$ cat src/rtl/ccff_loader.sv
// Configuration flip-flop chain loader: takes bitstream words over valid/ready,
// serialises exactly CHAIN_LEN bits onto ccff_head, settles, then flags done.
module ccff_loader #(
  parameter  int DATA_W     = 8,
  parameter  int CHAIN_LEN  = 64,
  parameter  int SETTLE_CYC = 4,
  parameter  int MSB_FIRST  = 1,
  localparam int CNT_W      = $clog2(CHAIN_LEN + 1)
) (
  input  logic              prog_clk,
  input  logic              pReset,
  input  logic              start,
  input  logic [DATA_W-1:0] bs_data,
  input  logic              bs_valid,
  output logic              bs_ready,
  output logic              ccff_head,
  output logic              ccff_shift_en,
  input  logic              ccff_tail,
  output logic              busy,
  output logic              done,
  output logic              tail_err,
  output logic [CNT_W-1:0]  bit_count
);

  localparam int IDX_W = (DATA_W > 1) ? $clog2(DATA_W) : 1;
  localparam int SC_W  = (SETTLE_CYC > 1) ? $clog2(SETTLE_CYC) : 1;

  typedef enum logic [1:0] {IDLE, LOAD, SETTLE, DONE} state_t;

  state_t            state_q, state_d;
  logic [DATA_W-1:0] buf_q;
  logic              buf_full;
  logic [IDX_W-1:0]  idx_q;
  logic [SC_W-1:0]   settle_q;
  logic              head_q;
  logic              cur_bit;
  logic              last_bit;
  logic              word_end;
  logic              start_load;

  // The buffer is kept pre-aligned so the outgoing bit is always at one end.
  assign cur_bit    = (MSB_FIRST != 0) ? buf_q[DATA_W-1] : buf_q[0];
  assign last_bit   = (bit_count == CNT_W'(CHAIN_LEN - 1));
  assign word_end   = (idx_q == IDX_W'(DATA_W - 1));
  assign start_load = start && ((state_q == IDLE) || (state_q == DONE));

  // Decoded from registered state so a reset clears them without waiting for an edge.
  assign bs_ready      = (state_q == LOAD) && !buf_full;
  assign ccff_shift_en = (state_q == LOAD) && buf_full;
  assign ccff_head     = ccff_shift_en ? cur_bit : head_q;
  assign busy          = (state_q == LOAD) || (state_q == SETTLE);
  assign done          = (state_q == DONE);

  // NOTE: state and datapath registers use non-blocking assignments only, so every
  // process samples the pre-edge values regardless of evaluation order.
  always_ff @(posedge prog_clk or posedge pReset) begin
    if (pReset) state_q <= IDLE;
    else        state_q <= state_d;
  end

  // NOTE: state_d gets a default before the case so no path leaves it unassigned,
  // which would otherwise infer a latch.
  always_comb begin
    state_d = state_q;
    case (state_q)
      IDLE, DONE: if (start) state_d = LOAD;
      LOAD:       if (ccff_shift_en && last_bit) state_d = SETTLE;
      SETTLE:     if (settle_q == SC_W'(SETTLE_CYC - 1)) state_d = DONE;
      default:    state_d = IDLE;
    endcase
  end

  always_ff @(posedge prog_clk or posedge pReset) begin
    if (pReset) begin
      buf_q     <= '0;
      buf_full  <= 1'b0;
      idx_q     <= '0;
      head_q    <= 1'b0;
      bit_count <= '0;
      tail_err  <= 1'b0;
    end else if (start_load) begin
      buf_full  <= 1'b0;
      idx_q     <= '0;
      bit_count <= '0;
      tail_err  <= 1'b0;
    end else if (state_q == LOAD) begin
      if (ccff_shift_en) begin
        head_q    <= cur_bit;
        bit_count <= bit_count + CNT_W'(1);
        buf_q     <= (MSB_FIRST != 0) ? (buf_q << 1) : (buf_q >> 1);
        if (ccff_tail) tail_err <= 1'b1;
        // Reaching the chain length discards whatever is left of the word.
        if (last_bit || word_end) begin
          buf_full <= 1'b0;
          idx_q    <= '0;
        end else begin
          idx_q <= idx_q + IDX_W'(1);
        end
      end else if (bs_valid) begin
        buf_q    <= bs_data;
        buf_full <= 1'b1;
        idx_q    <= '0;
      end
    end
  end

  always_ff @(posedge prog_clk or posedge pReset) begin
    if (pReset)                 settle_q <= '0;
    else if (state_q == SETTLE) settle_q <= settle_q + SC_W'(1);
    else                        settle_q <= '0;
  end

endmodule

$ cat config.mk
export PLATFORM = sky130hd
export DESIGN_NAME = ccff_loader
export DESIGN_NICKNAME = d
export VERILOG_FILES = /design/src/rtl/ccff_loader.sv
export SDC_FILE = /design/constraint.sdc
export NUM_CORES = 1
export LEC_CHECK = 0
export CAP_MARGIN = 20
export CORE_ASPECT_RATIO = 2
export CORE_UTILIZATION = 25
export CTS_CLUSTER_DIAMETER = 80
export DETAILED_ROUTE_END_ITERATION = 6
export PLACE_DENSITY = 0.55
export SYNTH_ARGS = -nofsm -noshare
export SYNTH_HDL_FRONTEND = slang
export SYNTH_SLANG_ARGS = --single-unit
$ cat constraint.sdc
create_clock -name prog_clk -period 1.94 [get_ports prog_clk]
set_input_delay 0.485 -clock prog_clk [delete_from_list [all_inputs] [get_ports prog_clk]]
set_output_delay 0.485 -clock prog_clk [all_outputs]
set_load 0.005 [all_outputs]
==> flow_summary.toml <==
[floorplanning]
die_area_mm2 = 0.00566
die_x_um = 53.7
floorplan.initialDensity_pct = 26.0
die_y_um = 105
row_count = 37
core_area_mm2 = 0.00514
ioPinCount = 26

[clocking]
cts.reportedPaths.clkPinSlew_ps = 80
tritoncts_clock_tree = "built"
ctsHtreeMaxLevel = 1
root_buffer = "clkbuf_8"
tritoncts.num_buffers = 3
worstSkewPairLatency_ps = 260
count_of_clock_tree_sinks = 25
cts.path.max_buffers = 2
post_cts_hold_buffer_count = 0

[worst_setup_path]
timing.critical_path.cells = "buf_6 -> buf_4 -> ha_1 -> dlygate4sd2_1"
critical-path-slowest-cell = "dfrtp_1"
setup.worst_path.end_class = "primary output"
slowest_cell_delay_on_critical_path_ps = 430
crit_path_max_fanout = 3
worstPathRequired_ps = 1450
worst_setup_path_start_kind = "flip-flop"
cp.arrival_ps = 1400
worst-setup-path-type = "flip-flop to primary output"

[routing]
detail_route.vias_per_cell = 4.52
drtIter0Drc = 8
routed_length_per_instance_um = 12.8
drc = 0
wirelength_mm = 2.79
detailedRoute.firstPassIterationCount = 3
total_via_count_in_the_routed_design = 989
drtAntennaViolNets = 0

[placed_design]
routabilityCongestion = 0.718
pre_cts_ws_ps = -33.2
placement.io_buffers = 25
postPlaceCellArea_mm2 = 0.00168
dpl.cell_count = 212
dp_hpwl_mm = 2.17

[synthesis]
post_synth_inst_count = 123
yosys.cell_types.count = 31
part_of_the_yosys_area_used_for_sequential_elements_pct = 46.8
synth_area_per_cell_um2 = 10.9
synthesized_nets = 144
number_of_flops_mapped_to_enable_cells_by_yosys = 0
yosys_most_used_dff = "dfrtp_1"
async_reset_ff_share_pct = 100
synth.yosys.warnings = 0
synth.ff_latch_count = 25
synthesis.area_mm2 = 0.00134

[timing]
slew-limit-headroom_pct = 72.8
rsz0062_at_grt = "false"
clock.fmax_mhz = 531
final.setup.tns_ps = 0
timing.final.max_slew_violations = 0
final_critical_path_setup_slack_ps = 55.9
finalHoldViolCount = 0
final_period_minus_worst_setup_slack_ps = 1880
holdWs_ps = 444
finalSetupViolCount = 0
period_share_pct = 97.1
worstMarginPinSlew_ps = 406
skew_ps = 5.65

[global_route]
wire_length_of_the_first_global_routing_pass_mm = 4.97
grt_antenna_before_repair = 0
global_route.overflow_total = 0
groute.usage.overall_pct = 11.8
grt_pass1_vias = 1109
largest_net_degree_at_the_start_of_global_routing = 26

[pwr]
leakagePower_nw = 0.849
peakVddDrop_uv = 628
power-per-cell-area_mw_per_mm2 = 1280
total_power_mw = 2.28

[finish]
layout.core_utilization_pct = 34.7
antenna_cells_inserted = 0
layout_area_overhead_pct = 33.6
fill_cell_total_of_the_finished_layout = 510
postLayoutCellArea_mm2 = 0.00179
nNetsFinal = 183
mostFrequentLayoutCell = "dfrtp_1"
most-common-layout-cells = "dfrtp_1 (25), clkdlybuf4s50_1 (20), nand2_1 (19), buf_4 (13), nor2_1 (11)"
layoutNonFillerInstCount = 219
fraction_of_layout_instances_using_a_drive_strength_above_1_pct = 21.1

[outcome]
status = "completed"

[hold_path]
min_path_type = "flip-flop to flip-flop"

[run]
max-cap-violations = 0
worst max-delay path, delay by kind of cell, from the launching register on:
kind,cells,cell delay [ps]
buffers and inverters,3,520
flip-flops,1,430
adder cells (fa/ha/maj),1,190
path summary, 6_finish.rpt:
check                            start           to  slack, ps  cells past startpoint
min reg2reg                settle_q[0]  settle_q[0]        440                      1
max reg2reg                 state_q[0]     buf_q[4]        220                      8
max in group asynchronous       pReset     idx_q[2]       1110                      3
min in group asynchronous       pReset     buf_q[5]        580                      3
min                        settle_q[0]  settle_q[0]        440                      1
max                         state_q[0]         done         60                      4
registers in the layout, indices dropped and copies added (netlist names):
register   cells
settle_q       2
head_q         1
bit_count      7
buf_q          8
idx_q          3
tail_err       1
buf_full       1
state_q        2
area by class of cell:
class / count / area (um2) / share of cell area, %
inverters: 8 / 32.5 / 1.82
repair buffers: 39 / 350 / 19.6
well taps: 58 / 72.6 / 4.06
multi-input cells: 85 / 659 / 36.9
clock buffers: 4 / 45.0 / 2.52
flip-flops and latches: 25 / 626 / 35.0
Yosys cell counts (all sizes together) (2+ instances only):
master  number  area, um2
dfrtp       25        626
nand2       20       91.3
nor2        11       41.3
o21ai       11       70.1
ha           8        100
inv          8       32.5
mux2i        8       80.1
buf          5       58.8
nand4        4       25.0
xor2         4       35.0
a21oi        3       18.8
a32o         2       20.0
and2         2       12.5
xnor2        2       17.5
timing repair:
action                                  CTS  global route
endpoints found under the setup margin    5             9
setup buffers                             2             1
gates resized for setup                  12             4
gates cloned                              0             0
kinds of logic (layout without fill, tap and decap cells):
group / Yosys count / after routing / synth area share (%)
AOI/OAI and AO/OA: 21 / 21 / 13.1
DFF: 25 / 25 / 46.8
adders and majority gates: 8 / 8 / 7.49
and+or+nand+nor: 41 / 41 / 15.0
buffers and inverters: 13 / 51 / 6.84
xor gates and xnor gates: 6 / 6 / 3.93
muxes: 9 / 9 / 6.84
layer usage:
metal / vias to the layer above / GRT usage [%] / part of all wire [%]
li1: 492 / - / -
met1: 476 / 13.7 / 39
met2: 17 / 20.5 / 56
met3: 4 / 1.59 / 2.1
met4: 0 / 4.70 / 2.7
met5: - / 0 / 0
where the power goes:
part / total, mW / leakage [nW] / switching [mW] / internal, mW
Clock: 0.302 / 0.0228 / 0.155 / 0.146
Sequential: 0.815 / 0.323 / 0.130 / 0.685
Combinational: 1.17 / 0.503 / 0.565 / 0.603
No activity file was read; power rests on OpenSTA's default activity.
